--- config.mk ---
export PLATFORM = sky130hd
export DESIGN_NAME = btn_conditioner
export DESIGN_NICKNAME = d
export VERILOG_FILES = /design/src/rtl/btn_pkg.sv /design/src/rtl/btn_debounce_chan.sv /design/src/rtl/btn_conditioner.sv
export SDC_FILE = /design/constraint.sdc
export NUM_CORES = 1
export LEC_CHECK = 0
export ABC_AREA = 1
export BUFFER_PORTS_ARGS = -buffer_cell sky130_fd_sc_hd__buf_2
export CELL_PAD_IN_SITES_DETAIL_PLACEMENT = 1
export CELL_PAD_IN_SITES_GLOBAL_PLACEMENT = 1
export CORE_UTILIZATION = 25
export DETAILED_ROUTE_END_ITERATION = 10
export GPL_ROUTABILITY_DRIVEN = 0
export HOLD_SLACK_MARGIN = 0.15
export MAX_ROUTING_LAYER = met4
export PLACE_DENSITY_LB_ADDON = 0.1
export SKIP_LAST_GASP = 1
export SLEW_MARGIN = 0
export SYNTH_ARGS = -nofsm -noshare
export SYNTH_HDL_FRONTEND = slang
export SYNTH_SLANG_ARGS = --single-unit
--- constraint.sdc ---
create_clock -name clk -period 1.8 [get_ports clk]
set_input_delay 0.36 -clock clk [delete_from_list [all_inputs] [get_ports clk]]
set_output_delay 0.36 -clock clk [all_outputs]
set_load 0.02 [all_outputs]
--- src/rtl/btn_pkg.sv ---
//------------------------------------------------------------------------------
// btn_pkg: shared constants and types for the push-button conditioner.
// Revision: 1.0
//------------------------------------------------------------------------------
`default_nettype none

package btn_pkg;

  localparam int N_BTN_DEFAULT           = 5;
  localparam int DEBOUNCE_CYCLES_DEFAULT = 1_000_000;

  localparam int BTN_C = 0;
  localparam int BTN_L = 1;
  localparam int BTN_D = 2;
  localparam int BTN_R = 3;
  localparam int BTN_U = 4;

  typedef enum logic [1:0] {
    EDGE_NONE = 2'd0,
    EDGE_RISE = 2'd1,
    EDGE_FALL = 2'd2
  } edge_e;

  function automatic int cnt_width(input int cycles);
    return $clog2(cycles + 1);
  endfunction

endpackage

`default_nettype wire

--- src/rtl/btn_debounce_chan.sv ---
//------------------------------------------------------------------------------
// btn_debounce_chan: one button channel -- synchronizer, stability counter,
// debounced level and one-cycle press/release pulses.
// Revision: 1.0
//------------------------------------------------------------------------------
`default_nettype none

module btn_debounce_chan
  import btn_pkg::*;
#(
  parameter int DEBOUNCE_CYCLES = DEBOUNCE_CYCLES_DEFAULT
) (
  input  logic clk,
  input  logic rst,
  input  logic btn_i,
  output logic level_o,
  output logic press_o,
  output logic release_o
);

  localparam int CW = cnt_width(DEBOUNCE_CYCLES);
  localparam logic [CW-1:0] CNT_LAST = CW'(DEBOUNCE_CYCLES - 1);

  logic          s1_q, s2_q;
  logic [CW-1:0] cnt_q, cnt_d;
  logic          level_q, level_d;
  logic          press_q, press_d;
  logic          release_q, release_d;
  edge_e         edge_d;

  always_comb begin
    cnt_d     = '0;
    level_d   = level_q;
    edge_d    = EDGE_NONE;
    press_d   = 1'b0;
    release_d = 1'b0;
    // A candidate level must hold for DEBOUNCE_CYCLES consecutive cycles;
    // any return to the current level drops the partial count.
    if (s2_q != level_q) begin
      if (cnt_q == CNT_LAST) begin
        level_d = s2_q;
        edge_d  = s2_q ? EDGE_RISE : EDGE_FALL;
      end else begin
        cnt_d = cnt_q + CW'(1);
      end
    end
    press_d   = (edge_d == EDGE_RISE);
    release_d = (edge_d == EDGE_FALL);
  end

  always_ff @(posedge clk) begin
    if (rst) begin
      s1_q      <= 1'b0;
      s2_q      <= 1'b0;
      cnt_q     <= '0;
      level_q   <= 1'b0;
      press_q   <= 1'b0;
      release_q <= 1'b0;
    end else begin
      s1_q      <= btn_i;
      s2_q      <= s1_q;
      cnt_q     <= cnt_d;
      level_q   <= level_d;
      press_q   <= press_d;
      release_q <= release_d;
    end
  end

  assign level_o   = level_q;
  assign press_o   = press_q;
  assign release_o = release_q;

endmodule

`default_nettype wire

--- src/rtl/btn_conditioner.sv ---
//------------------------------------------------------------------------------
// btn_conditioner: N debounced push-button channels with sticky press events,
// per-channel interrupt enables and a registered interrupt output.
// Revision: 1.0
//------------------------------------------------------------------------------
`default_nettype none

module btn_conditioner
  import btn_pkg::*;
#(
  parameter int N_BTN           = N_BTN_DEFAULT,
  parameter int DEBOUNCE_CYCLES = DEBOUNCE_CYCLES_DEFAULT
) (
  input  logic             clk,
  input  logic             rst,
  input  logic [N_BTN-1:0] i_btn,
  output logic [N_BTN-1:0] o_level,
  output logic [N_BTN-1:0] o_press,
  output logic [N_BTN-1:0] o_release,
  output logic [N_BTN-1:0] o_evt,
  input  logic [N_BTN-1:0] i_evt_clr,
  input  logic [N_BTN-1:0] i_irq_en,
  output logic             o_irq
);

  if (DEBOUNCE_CYCLES < 1 || DEBOUNCE_CYCLES > (1 << 24)) begin : g_bad_debounce
    $error("btn_conditioner: DEBOUNCE_CYCLES must be in 1..2^24");
  end

  logic [N_BTN-1:0] level;
  logic [N_BTN-1:0] press;
  logic [N_BTN-1:0] release_p;

  for (genvar g = 0; g < N_BTN; g++) begin : g_chan
    btn_debounce_chan #(
      .DEBOUNCE_CYCLES(DEBOUNCE_CYCLES)
    ) u_chan (
      .clk      (clk),
      .rst      (rst),
      .btn_i    (i_btn[g]),
      .level_o  (level[g]),
      .press_o  (press[g]),
      .release_o(release_p[g])
    );
  end

  logic [N_BTN-1:0] evt_q, evt_d;
  logic             irq_q, irq_d;

  always_comb begin
    // OR-ing the press in after the clear lets a same-cycle set win.
    evt_d = (evt_q & ~i_evt_clr) | press;
    irq_d = |(evt_q & i_irq_en);
  end

  always_ff @(posedge clk) begin
    if (rst) begin
      evt_q <= '0;
      irq_q <= 1'b0;
    end else begin
      evt_q <= evt_d;
      irq_q <= irq_d;
    end
  end

  assign o_level   = level;
  assign o_press   = press;
  assign o_release = release_p;
  assign o_evt     = evt_q;
  assign o_irq     = irq_q;

endmodule

`default_nettype wire
==> results.txt <==
R2R depth -> 7
Post-route setup TNS -> 0 ns
CTS Buf Count -> 17
Pwr dens -> 906 nW/um^2
Final Net Count -> 991
Register area share after synthesis -> 41.6%
Largest net degree at the start of global routing -> 21
Worst Setup Start Kind -> flop
Max_slew headroom -> 70.2%
Max Clock Freq -> 0.635 GHz
Port Buffer Count -> 37
Post-synth cell types -> 27
Clk sink count -> 131
Post-Syn Area per Cell -> 6.83 um^2
Area growth syn-to-layout -> 19.3%
Part of the power in the clock network -> 55.8%
Worst R2R Start -> g_chan[0].u_chan.cnt_q[0]$_SDFF_PP0_
Worst Setup SP -> g_chan[0].u_chan.cnt_q[0]$_SDFF_PP0_
Worst path required time -> 2.10 ns
Post-layout min period -> 1.57 ns
CP Class -> reg2reg
Hold_sp -> i_btn[2]
Max Root-Sink Buffers -> 2
Core area -> 24500 um^2
Internal -> 5.39 mW
Diodes inserted -> 0
Worst-margin pin slew -> 0.443 ns
Final Core Density -> 30.7%
Die Height -> 161 um
Die Wd -> 161 um
Combinational fraction of design power -> 1.5%
Critical Path AT -> 1.88 ns
Cts repair resizes -> 0
Period utilization -> 87.4%
Initial DRC count -> 200
Share of power burned in registers -> 42.8%
Ys Warns -> 0
CTS tree -> built
WHS Path Cells -> 3
CP Max Fanout -> 20
Vias in the first global route -> 5630
Status -> finished clean
Pwr Total -> 6.83 mW
Hold Vio Cnt, Final -> 0
Final ANT Viol Nets -> 0
Vias per cell -> 4.21
Worst hold path class -> in2reg
Switching power total -> 1.44 mW
Setup Viol. Count Final -> 0
Hpwl dp -> 12.4 mm
Maximum clock skew at final layout -> 0.0128 ns
Worst setup EP type -> flop
Root buffer cell -> clkbuf_16
DRC -> 0
H-tree depth -> 4
Reg clk slew, reported paths -> 0.06 ns
Hold Path End -> g_chan[2].u_chan.s1_q$_SDFF_PP0_
FF-to-FF End -> g_chan[0].u_chan.cnt_q[11]$_SDFF_PP0_
Layout cell share with drive strength beyond 1 -> 10.4%
Max VDD drop -> 0.439 mV
GRT overflow -> 0
DRT Pass-1 Iters -> 4
Vias -> 5504
Die area -> 25900 um^2
Post-Syn Nets -> 946
Row count -> 57
Initial antenna violation count -> 0
Switching portion of total power -> 21.1%
Fillers -> 3094
Reg-to-reg setup timing slack -> 0.23 ns
First-pass GRT wire length -> 27.7 mm
Worst skew pair latency -> 0.42 ns
GRT Resource Usage Total -> 13.8%
RSZ-0062 raised after global routing -> no
Initial Util -> 25.7%
Maxcap violations -> 0
Static Leak -> 2.51 nW
Post-synthesis cell area -> 6310 um^2
WL/cell -> 12.4 um
Synthesis-stage register bit count -> 131
Cells after Synth -> 924
WL final -> 16.1 mm
Pins over their slew limit -> 0
I/O pins -> 38
==> metal layers <==
layer	GRT usage (%)	share of wire [%]
met1	18.5	53
met2	20.9	43
met3	2.43	2.1
met4	4.50	1.2
met5	-	0
==> critical path, stage by stage (launching register included) <==
cell and delay (ns):
dfxtp_1 0.36, ha_1 0.23, nand2_1 0.06, nor2_1 0.24, nand3_1 0.19, nand2_1 0.15
buf_12 0.17, nor2_1 0.05
==> sequential cells by signal (all words and copies together), names as in the netlist <==
| signal | count |
|---|---|
| g_chan.u_chan.level_o | 5 |
| g_chan.u_chan.press_o | 5 |
| o_irq | 1 |
| g_chan.u_chan.release_o | 5 |
| g_chan.u_chan.cnt_q | 100 |
| g_chan.u_chan.s1_q | 5 |
| g_chan.u_chan.s2_q | 5 |
| o_evt | 5 |
==> how the worst max path moves through the flow <==
| stage | slack [ns] | to | cells past startpoint |
|---|---|---|---|
| floorplan | 0.43 | g_chan[2].u_chan.cnt_q[14]$_SDFF_PP0_ | 6 |
| global placement | 0.24 | g_chan[3].u_chan.cnt_q[13]$_SDFF_PP0_ | 7 |
| detailed placement | 0.21 | g_chan[3].u_chan.cnt_q[17]$_SDFF_PP0_ | 7 |
| CTS | 0.20 | g_chan[3].u_chan.cnt_q[17]$_SDFF_PP0_ | 7 |
| global route | 0.05 | g_chan[0].u_chan.cnt_q[11]$_SDFF_PP0_ | 7 |
| finish | 0.23 | g_chan[0].u_chan.cnt_q[11]$_SDFF_PP0_ | 7 |
==> power by group through the flow <==
stage	Clock (mW)	Combinational (mW)	Sequential (mW)
after global routing	4.06	0.114	2.92
after global placement	0	0.0971	2.99
after floorplan	0	0.0491	2.98
after CTS	3.94	0.104	2.92
final	3.81	0.0993	2.92
after detailed placement	0	0.0971	2.99
==> layout make-up <==
class	instances	area [um^2]	share of cell area, %
clock inverters	12	178	2.36
repair buffers	54	360	4.78
well taps	324	405	5.38
inverters	99	372	4.93
flip-flops and latches	131	2620	34.8
multi-input cells	666	3130	41.5
clock buffers	20	467	6.20
==> through the flow <==
step                      area (um^2)  std cells  hold slack [ns]  setup WS, ns
after CTS                        7530       1306            0.187         0.204
after global placement           6850       1270            0.390         0.242
after floorplan                  6310        924            0.388         0.428
final                            7530       1306            0.202         0.226
after global routing             7530       1306            0.204        0.0542
after detailed placement         6850       1270            0.401         0.211
==> placed cells by master (no fill, tap or decap), drive strengths merged, types with 5 or more instances in the layout <==
master	count
clkbuf	20
or2	7
inv	100
nor3	14
o21ai	10
nor2	237
nand3b	7
a21oi	37
nand2	220
xor2	32
xnor2	20
nand3	55
nand4	15
buf	50
dfxtp	131
ha	5
==> kinds of logic after synthesis <==
kind of cell	Yosys count	synth area share, %
AOI/OAI and AO/OA	52	4.30
buffers and inverters	127	8.88
and+or+nand+nor	557	37.1
xor gates and xnor gates	52	7.22
adders and majority gates	5	0.991
DFF	131	41.6
==> synthesized netlist by cell type, drive strengths merged <==
cell type | instances | area share (%)
nor3 | 14 | 1.2
xnor2 | 20 | 2.8
nand3b | 7 | 0.83
and2 | 1 | 0.099
or2 | 7 | 0.69
nand2 | 220 | 13
nand4 | 15 | 1.5
inv | 99 | 5.9
o21ai | 10 | 0.79
xor2 | 32 | 4.4
a31oi | 1 | 0.099
nor2 | 237 | 15
nand3 | 55 | 4.8
ha | 5 | 0.99
dfxtp | 131 | 42
clkbuf | 3 | 0.18
and3 | 1 | 0.099
buf | 25 | 2.8
a21oi | 37 | 2.9
o21bai | 4 | 0.48
==> repair_timing <==
action	in CTS	in global routing
hold buffers	4	0
endpoints found under the hold margin	4	0
setup buffers	0	0
(Power assumes the default switching activity.)
